`src/rtl/alu_mc.sv`:
```
// Multi-cycle integer ALU: single-cycle base ops, optional iterative mul/div/rem.
// Define ALU_MC_MULDIV_EN to build the multiply/divide datapath.
module alu_mc #(
  parameter int WIDTH = 32
) (
  input  logic             i_clk,
  input  logic             i_rst_n,
  input  logic             i_valid,
  output logic             o_ready,
  input  logic [WIDTH-1:0] i_operand_a,
  input  logic [WIDTH-1:0] i_operand_b,
  input  logic [4:0]       i_alu_op,
  input  logic             i_kill,
  output logic             o_valid,
  input  logic             i_ready,
  output logic [WIDTH-1:0] o_alu_data,
  output logic             o_illegal
);
  localparam int SHW = $clog2(WIDTH);
  localparam logic [1:0] S_IDLE = 2'd0, S_BUSY = 2'd1, S_DONE = 2'd2;

  logic [1:0]       r_state;
  logic [WIDTH-1:0] r_data;
  logic             r_illegal;
  logic             w_accept;
  logic [WIDTH:0]   w_sub;
  logic             w_slt;
  logic [WIDTH-1:0] w_base;
  logic             w_legal;
  logic [SHW-1:0]   w_sh;

  assign o_ready    = !i_kill && ((r_state == S_IDLE) || (r_state == S_DONE && i_ready));
  assign w_accept   = i_valid && o_ready;
  assign o_valid    = (r_state == S_DONE);
  assign o_illegal  = (r_state == S_DONE) && r_illegal;
  assign o_alu_data = r_data;

  assign w_sh  = i_operand_b[SHW-1:0];
  assign w_sub = {1'b0, i_operand_a} - {1'b0, i_operand_b};
  // Signs differ: the negative operand is smaller; otherwise the difference cannot overflow.
  assign w_slt = (i_operand_a[WIDTH-1] ^ i_operand_b[WIDTH-1]) ? i_operand_a[WIDTH-1]
                                                               : w_sub[WIDTH-1];

  always_comb begin
    w_base  = '0;
    w_legal = 1'b1;
    case (i_alu_op)
      5'd0:    w_base = i_operand_a + i_operand_b;
      5'd1:    w_base = w_sub[WIDTH-1:0];
      5'd2:    w_base = {{(WIDTH-1){1'b0}}, w_slt};
      5'd3:    w_base = {{(WIDTH-1){1'b0}}, w_sub[WIDTH]};
      5'd4:    w_base = i_operand_a ^ i_operand_b;
      5'd5:    w_base = i_operand_a | i_operand_b;
      5'd6:    w_base = i_operand_a & i_operand_b;
      5'd7:    w_base = i_operand_a << w_sh;
      5'd8:    w_base = i_operand_a >> w_sh;
      5'd9:    w_base = $unsigned($signed(i_operand_a) >>> w_sh);
      default: w_legal = 1'b0;
    endcase
  end

`ifdef ALU_MC_MULDIV_EN
  logic [2*WIDTH-1:0] r_acc;
  logic [WIDTH-1:0]   r_y;
  logic [WIDTH-1:0]   r_a;
  logic [2:0]         r_f3;
  logic               r_neg;
  logic               r_sa;
  logic               r_div0;
  logic [SHW-1:0]     r_cnt;

  logic               w_md_op;
  logic [2:0]         w_f3;
  logic               w_sa;
  logic               w_sb;
  logic [WIDTH-1:0]   w_mag_a;
  logic [WIDTH-1:0]   w_mag_b;
  logic [WIDTH:0]     w_sum;
  logic [WIDTH:0]     w_rsh;
  logic [WIDTH:0]     w_diff;
  logic [2*WIDTH-1:0] w_acc_nx;
  logic [2*WIDTH-1:0] w_prod;
  logic [WIDTH-1:0]   w_q;
  logic [WIDTH-1:0]   w_r;
  logic [WIDTH-1:0]   w_md_res;

  assign w_md_op = (i_alu_op[4:3] == 2'b10);
  assign w_f3    = i_alu_op[2:0];
  assign w_sa    = i_operand_a[WIDTH-1] && !(w_f3 == 3'd3 || w_f3 == 3'd5 || w_f3 == 3'd7);
  assign w_sb    = i_operand_b[WIDTH-1] &&
                   (w_f3 == 3'd0 || w_f3 == 3'd1 || w_f3 == 3'd4 || w_f3 == 3'd6);
  assign w_mag_a = w_sa ? -i_operand_a : i_operand_a;
  assign w_mag_b = w_sb ? -i_operand_b : i_operand_b;

  // Multiply: {hi,lo} with multiplier in lo, add multiplicand into hi, shift right.
  assign w_sum  = {1'b0, r_acc[2*WIDTH-1:WIDTH]} + {1'b0, (r_acc[0] ? r_y : {WIDTH{1'b0}})};
  // Divide: {rem,quot} shifted left, trial-subtract divisor from the remainder.
  assign w_rsh  = r_acc[2*WIDTH-1:WIDTH-1];
  assign w_diff = w_rsh - {1'b0, r_y};

  always_comb begin
    if (r_f3[2])
      w_acc_nx = w_diff[WIDTH] ? {w_rsh[WIDTH-1:0], r_acc[WIDTH-2:0], 1'b0}
                               : {w_diff[WIDTH-1:0], r_acc[WIDTH-2:0], 1'b1};
    else
      w_acc_nx = {w_sum, r_acc[WIDTH-1:1]};
  end

  assign w_prod = r_neg ? -w_acc_nx : w_acc_nx;
  assign w_q    = r_neg ? -w_acc_nx[WIDTH-1:0] : w_acc_nx[WIDTH-1:0];
  assign w_r    = r_sa ? -w_acc_nx[2*WIDTH-1:WIDTH] : w_acc_nx[2*WIDTH-1:WIDTH];

  always_comb begin
    case (r_f3)
      3'd0:             w_md_res = w_prod[WIDTH-1:0];
      3'd1, 3'd2, 3'd3: w_md_res = w_prod[2*WIDTH-1:WIDTH];
      3'd4, 3'd5:       w_md_res = r_div0 ? {WIDTH{1'b1}} : w_q;
      default:          w_md_res = r_div0 ? r_a : w_r;
    endcase
  end
`endif

  always_ff @(posedge i_clk or negedge i_rst_n) begin
    if (!i_rst_n) begin
      r_state   <= S_IDLE;
      r_data    <= '0;
      r_illegal <= 1'b0;
`ifdef ALU_MC_MULDIV_EN
      r_acc     <= '0;
      r_y       <= '0;
      r_a       <= '0;
      r_f3      <= '0;
      r_neg     <= 1'b0;
      r_sa      <= 1'b0;
      r_div0    <= 1'b0;
      r_cnt     <= '0;
`endif
    end else if (i_kill) begin
      r_state <= S_IDLE;
    end else if (w_accept) begin
`ifdef ALU_MC_MULDIV_EN
      if (w_md_op) begin
        r_state   <= S_BUSY;
        r_illegal <= 1'b0;
        r_f3      <= w_f3;
        r_cnt     <= '0;
        r_acc     <= {{WIDTH{1'b0}}, (w_f3[2] ? w_mag_a : w_mag_b)};
        r_y       <= w_f3[2] ? w_mag_b : w_mag_a;
        r_a       <= i_operand_a;
        r_sa      <= w_sa;
        r_neg     <= w_sa ^ w_sb;
        r_div0    <= (i_operand_b == '0);
      end else
`endif
      begin
        r_state   <= S_DONE;
        r_data    <= w_legal ? w_base : '0;
        r_illegal <= !w_legal;
      end
    end else if (r_state == S_DONE && i_ready) begin
      r_state <= S_IDLE;
    end
`ifdef ALU_MC_MULDIV_EN
    else if (r_state == S_BUSY) begin
      r_acc <= w_acc_nx;
      r_cnt <= r_cnt + 1'b1;
      if (r_cnt == {SHW{1'b1}}) begin
        r_state <= S_DONE;
        r_data  <= w_md_res;
      end
    end
`endif
  end
endmodule

```
`config.mk`:
```
export PLATFORM = sky130hd
export DESIGN_NAME = alu_mc
export DESIGN_NICKNAME = d
export VERILOG_FILES = /design/src/rtl/alu_mc.sv
export SDC_FILE = /design/constraint.sdc
export NUM_CORES = 1
export LEC_CHECK = 0
export ABC_AREA = 1
export CAP_MARGIN = 20
export CORE_ASPECT_RATIO = 0.9
export CORE_MARGIN = 5
export CORE_UTILIZATION = 56
export DETAILED_ROUTE_END_ITERATION = 8
export DONT_BUFFER_PORTS = 1
export PLACE_DENSITY = 0.71
export SLEW_MARGIN = 0
export SYNTH_ARGS = -nofsm -noshare
export SYNTH_HDL_FRONTEND = slang
export SYNTH_SLANG_ARGS = --single-unit
```
`constraint.sdc`:
```
create_clock -name i_clk -period 1.8 [get_ports i_clk]
set_input_delay 0.36 -clock i_clk [delete_from_list [all_inputs] [get_ports i_clk]]
set_output_delay 0.36 -clock i_clk [all_outputs]
set_load 0.02 [all_outputs]
```
==> reports/results.tsv, run 1 <==
metric	value	unit
Ports	109	
Mapped Area	11120	um2
WEP type	sequential cell input	
Total GRT Usage	71.76	%
Post-synth top cells	nand2_1 (828), nand3_1 (364), inv_1 (262), nor2_1 (151), ha_1 (102)	
Net Count, Synth	2367	
Area contributors post-synth	nand2_1 (28%), nand3_1 (16%), ha_1 (11%)	
hpwl dp	46090	um
Num CTS Buffers	5	
Post-synth ARST share	100.0	%
Syn. warnings	0	
clock root cell	clkbuf_16	
Synth Flop Type	dfrtp_1	
Err	[ERROR GRT-0232] Routing congestion too high. Check the congestion heatmap in the GUI.	
Core Rows	48	
IO buf count	0	
Cells after Synth	2188	
Avg Inst Size Synth	5.084	um2
gr ovfl total	81	
share of the synthesized area in the top cell type	27.94	%
Starting Density	57.52	%
routability congestion estimate from global placement	1.192	
chip width	158.6	um
Stop stage	global routing	
Distinct cells, synth	43	
most common cell in the netlist	nand2_1	
Post-synth EDFFs	0	
CTS H-tree depth	2	
Clock Tree Buf Depth	2	
GR repair worst EP	o_alu_data[0]$_DFFE_PN0P_/D	
largest net degree at the start of global routing	72	
sequential area share after synthesis	7.649	%
flops & latches, synth	34	
Die H	143.7	um
TritonCTS sink count	34	
cell taking the most area after synthesis	nand2_1	
status	aborted with a tool error	
## stage by stage
| step | TNS [ns] | instances | worst slack, ns | cell area (um2) |
|---|---|---|---|---|
| after floorplan | -9.589 | 2188 | -1.149 | 11330 |
| after global placement | -19.44 | 2720 | -1.011 | 14040 |
| after detailed placement | -21.03 | 2720 | -1.145 | 14040 |
| after CTS | -6.102 | 2759 | -0.7098 | 15820 |
## per-layer routing
layer,GRT overflow,global-route usage [%]
met5,0,26.41
met1,0,73.81
met3,1,58.72
met4,42,64.95
met2,38,86.92
## repair_timing
item,4_1_cts
gates resized for setup,352
endpoints found under the hold margin,34
pin swaps,97
setup endpoints to repair,32
hold buffers,2
setup buffers,39
## kinds of logic after synthesis
kind of cell	synth area share, %
AND/OR/NAND/NOR	54.90
flip-flops	7.649
adder cells (fa/ha/maj)	12.01
XOR/XNOR	0.3150
AO/OA/AOI/OAI	11.89
buffers and inverters	13.23
==> inputs of run 2 (changes only) <==
CORE_ASPECT_RATIO = default   (was 0.9)
CORE_UTILIZATION = 40   (was 56)
PLACE_DENSITY = default   (was 0.71)
PLACE_DENSITY_LB_ADDON = 0.15   (was default)
==> run 2 against run 1 <==
- the flow now finishes, with violations (negative setup slack)
- area after synthesis unchanged
- synthesized cell count is the same
==> reports/results.tsv, run 2 <==
metric	value	unit
status	finished, violations left	
failing checks	negative setup slack	
fillers	2771	
Reg2Reg Setup Slack	0.15	ns
cell taking the most area after synthesis	nand2_1	
fin crit period	2.484	ns
end of the critical path	o_alu_data[31]	
dpl cell area	14850	um2
WL per Instance	20.20	um
DRT antenna net count	0	
final worst slack	-0.6845	ns
share of the synthesized area in the top cell type	27.94	%
Post-synth top cells	nand2_1 (828), nand3_1 (364), inv_1 (262), nor2_1 (151), ha_1 (102)	
most common cell in the netlist	nand2_1	
Rel. slew slack	66.18	%
Required @ worst endpoint	1.97	ns
Clock Tree Buf Depth	2	
Power Dens Cells	377.6	nW/um2
Worst-Margin Slew	0.5072	ns
Area contributors post-synth	nand2_1 (28%), nand3_1 (16%), ha_1 (11%)	
first-pass GRT wire length	87870	um
Total GRT Usage	36.41	%
via count	16720	
Comb power frac	70.4	%
Detailed Routing Iterations Pass 1	7	
FMAX	0.4025	GHz
Ports	109	
flops & latches, synth	34	
clk slew on worst S/H paths	0.05	ns
area of the multi-input gates	10220	um2
DP Worst Slack	-1.120	ns
Crit Path Class	input port to register	
critical path endpoint category	register	
initial antenna violation count	1	
Die H	176.8	um
switching share of power	47.62	%
TritonCTS sink count	34	
final core utilization	61.42	%
# diodes	0	
Tcrit/Tclk final	138.0	%
Core Rows	61	
CTS H-tree depth	2	
Post-synth EDFFs	0	
storage element area	850.8	um2
vias in the first global route	15630	
Core ar.	27630	um2
Routed WL	60510	um
Flop pwr share	16.0	%
IO buf count	0	
Power Total	6.408	mW
Net Count, Synth	2367	
Finished Cell Area	16970	um2
Starting Density	40.26	%
number of DRC markers in iteration 0	1799	
chip width	176.8	um
vias per cell	5.582	
unrepaired setup endpoints after global routing	true	
Final Hold Viols	0	
Psw	3.051	mW
Synth Flop Type	dfrtp_1	
reg2reg path depth	8	
area grow syn2layout	52.55	%
Worst Path Max Fanout	5	
CP Launch Point	i_operand_a[25]	
Post-synth ARST share	100.0	%
die area	31240	um2
share of cells above drive strength 1	31.45	%
Max-cap violations	0	
Power Internal	3.356	mW
max FFs per register	32	
part of the power in the clock network	13.5	%
Max VDD drop	0.0002748	V
sequential area share after synthesis	7.649	%
commonest cells after routing, fill and taps aside	nand2_1 (758), buf_4 (461), nand3_1 (324)	
Final Setup Violations	30	
Leak	9.378	nW
clock root cell	clkbuf_16	
HP Start	i_kill	
Num CTS Buffers	5	
Syn. warnings	0	
Avg Inst Size Synth	5.084	um2
Worst setup SP type	input port	
Cells after Synth	2188	
WP data arrival	2.65	ns
largest net degree at the start of global routing	72	
commonest non-fill, non-tap cell in the layout	nand2_1	
gr ovfl total	0	
Fin Clk Skew	0.001650	ns
# DRC	0	
hpwl dp	48700	um
Hold/Removal Path Class	input port to register	
routability congestion estimate from global placement	1.055	
Mapped Area	11120	um2
setup TNS	-8.158	ns
reg-to-reg endpoint	o_alu_data[22]	
Final Slew Violations	0	
CTS tree	built	
r2r startpoint	r_state[1]	
nets	2795	
worst skew pair latency	0.27	ns
Distinct cells, synth	43	
-- run 2: routing by layer --
layer  part of all wire [%]  track usage (%)  vias to the layer above
li1                       -                -                     7918
met1                     40            46.09                     7795
met2                     45            59.89                      826
met3                    8.5            5.875                      177
met4                    6.3            18.47                        2
met5                  0.021                0                        -
-- run 2: final cells by class --
class / instances / share of cell area, %
clock buffer: 7 / 0.8406
clock inverter: 1 / 0.02949
inverter: 274 / 6.408
multi-input combinational: 1786 / 60.23
sequential: 34 / 5.014
tap: 378 / 2.787
timing repair buffer: 515 / 24.69
-- run 2: worst min-delay path by stage --
stage	to	slack, ns	depth (start not counted)
6_report	r_state[1]	0.14	1
5_1_grt	r_state[1]	0.13	1
3_5_place_dp	o_alu_data[24]	0.07	0
4_1_cts	r_state[1]	0.14	1
2_1_floorplan	o_alu_data[0]	0.06	0
3_3_place_gp	o_alu_data[20]	0.07	0
-- run 2: kinds of logic (layout without fill, tap and decap cells) --
group / Yosys count / in the layout / share of synthesized area, %
XOR/XNOR: 4 / 4 / 0.3150
AO/OA/AOI/OAI: 237 / 237 / 11.89
AND/OR/NAND/NOR: 1440 / 1440 / 54.90
buffers and inverters: 368 / 797 / 13.23
flip-flops: 34 / 34 / 7.649
adder cells (fa/ha/maj): 105 / 105 / 12.01
-- run 2: timing repair --
item | 4_1_cts | 5_1_grt
endpoints found under the setup margin | 32 | 32
buffers inserted | 34 | 27
cloned | 0 | 1
hold buffers | 2 | 0
pin swaps | 49 | 77
gates resized for setup | 182 | 222
hold endpoints to repair | 34 | 0
-- run 2: critical path, stage by stage --
cell and delay [ns]:
inv_2 0.03, ha_4 0.23, inv_2 0.06, nand2_2 0.07
nor3_4 0.22, nand2_2 0.10, nor3_2 0.20, nand2_2 0.09
nand2_1 0.08, nand2_2 0.06, a21oi_2 0.13, or2_1 0.13
fa_2 0.43, nand2_2 0.07, nand4_1 0.10, a21oi_2 0.12
nand2_1 0.06, nand2_1 0.06, nand2_1 0.04
-- run 2: through the flow --
step	hold slack (ns)	instances
3_3_place_gp	0.06511	2934
2_1_floorplan	0.06441	2188
6_report	0.1414	2995
5_1_grt	0.1322	2995
4_1_cts	0.1357	2972
3_5_place_dp	0.06507	2934
-- run 2: power by group through the flow --
| stage | logic, mW | clock network [mW] | registers, mW |
|---|---|---|---|
| 4_1_cts | 4.01 | 0.881 | 1.03 |
| 2_1_floorplan | 2.02 | 0 | 1.01 |
| 3_3_place_gp | 3.59 | 0 | 1.04 |
| 5_1_grt | 4.85 | 0.917 | 1.04 |
| 6_report | 4.51 | 0.868 | 1.03 |
| 3_5_place_dp | 3.62 | 0 | 1.04 |
Note: power is estimated with default switching activity, not from simulation.
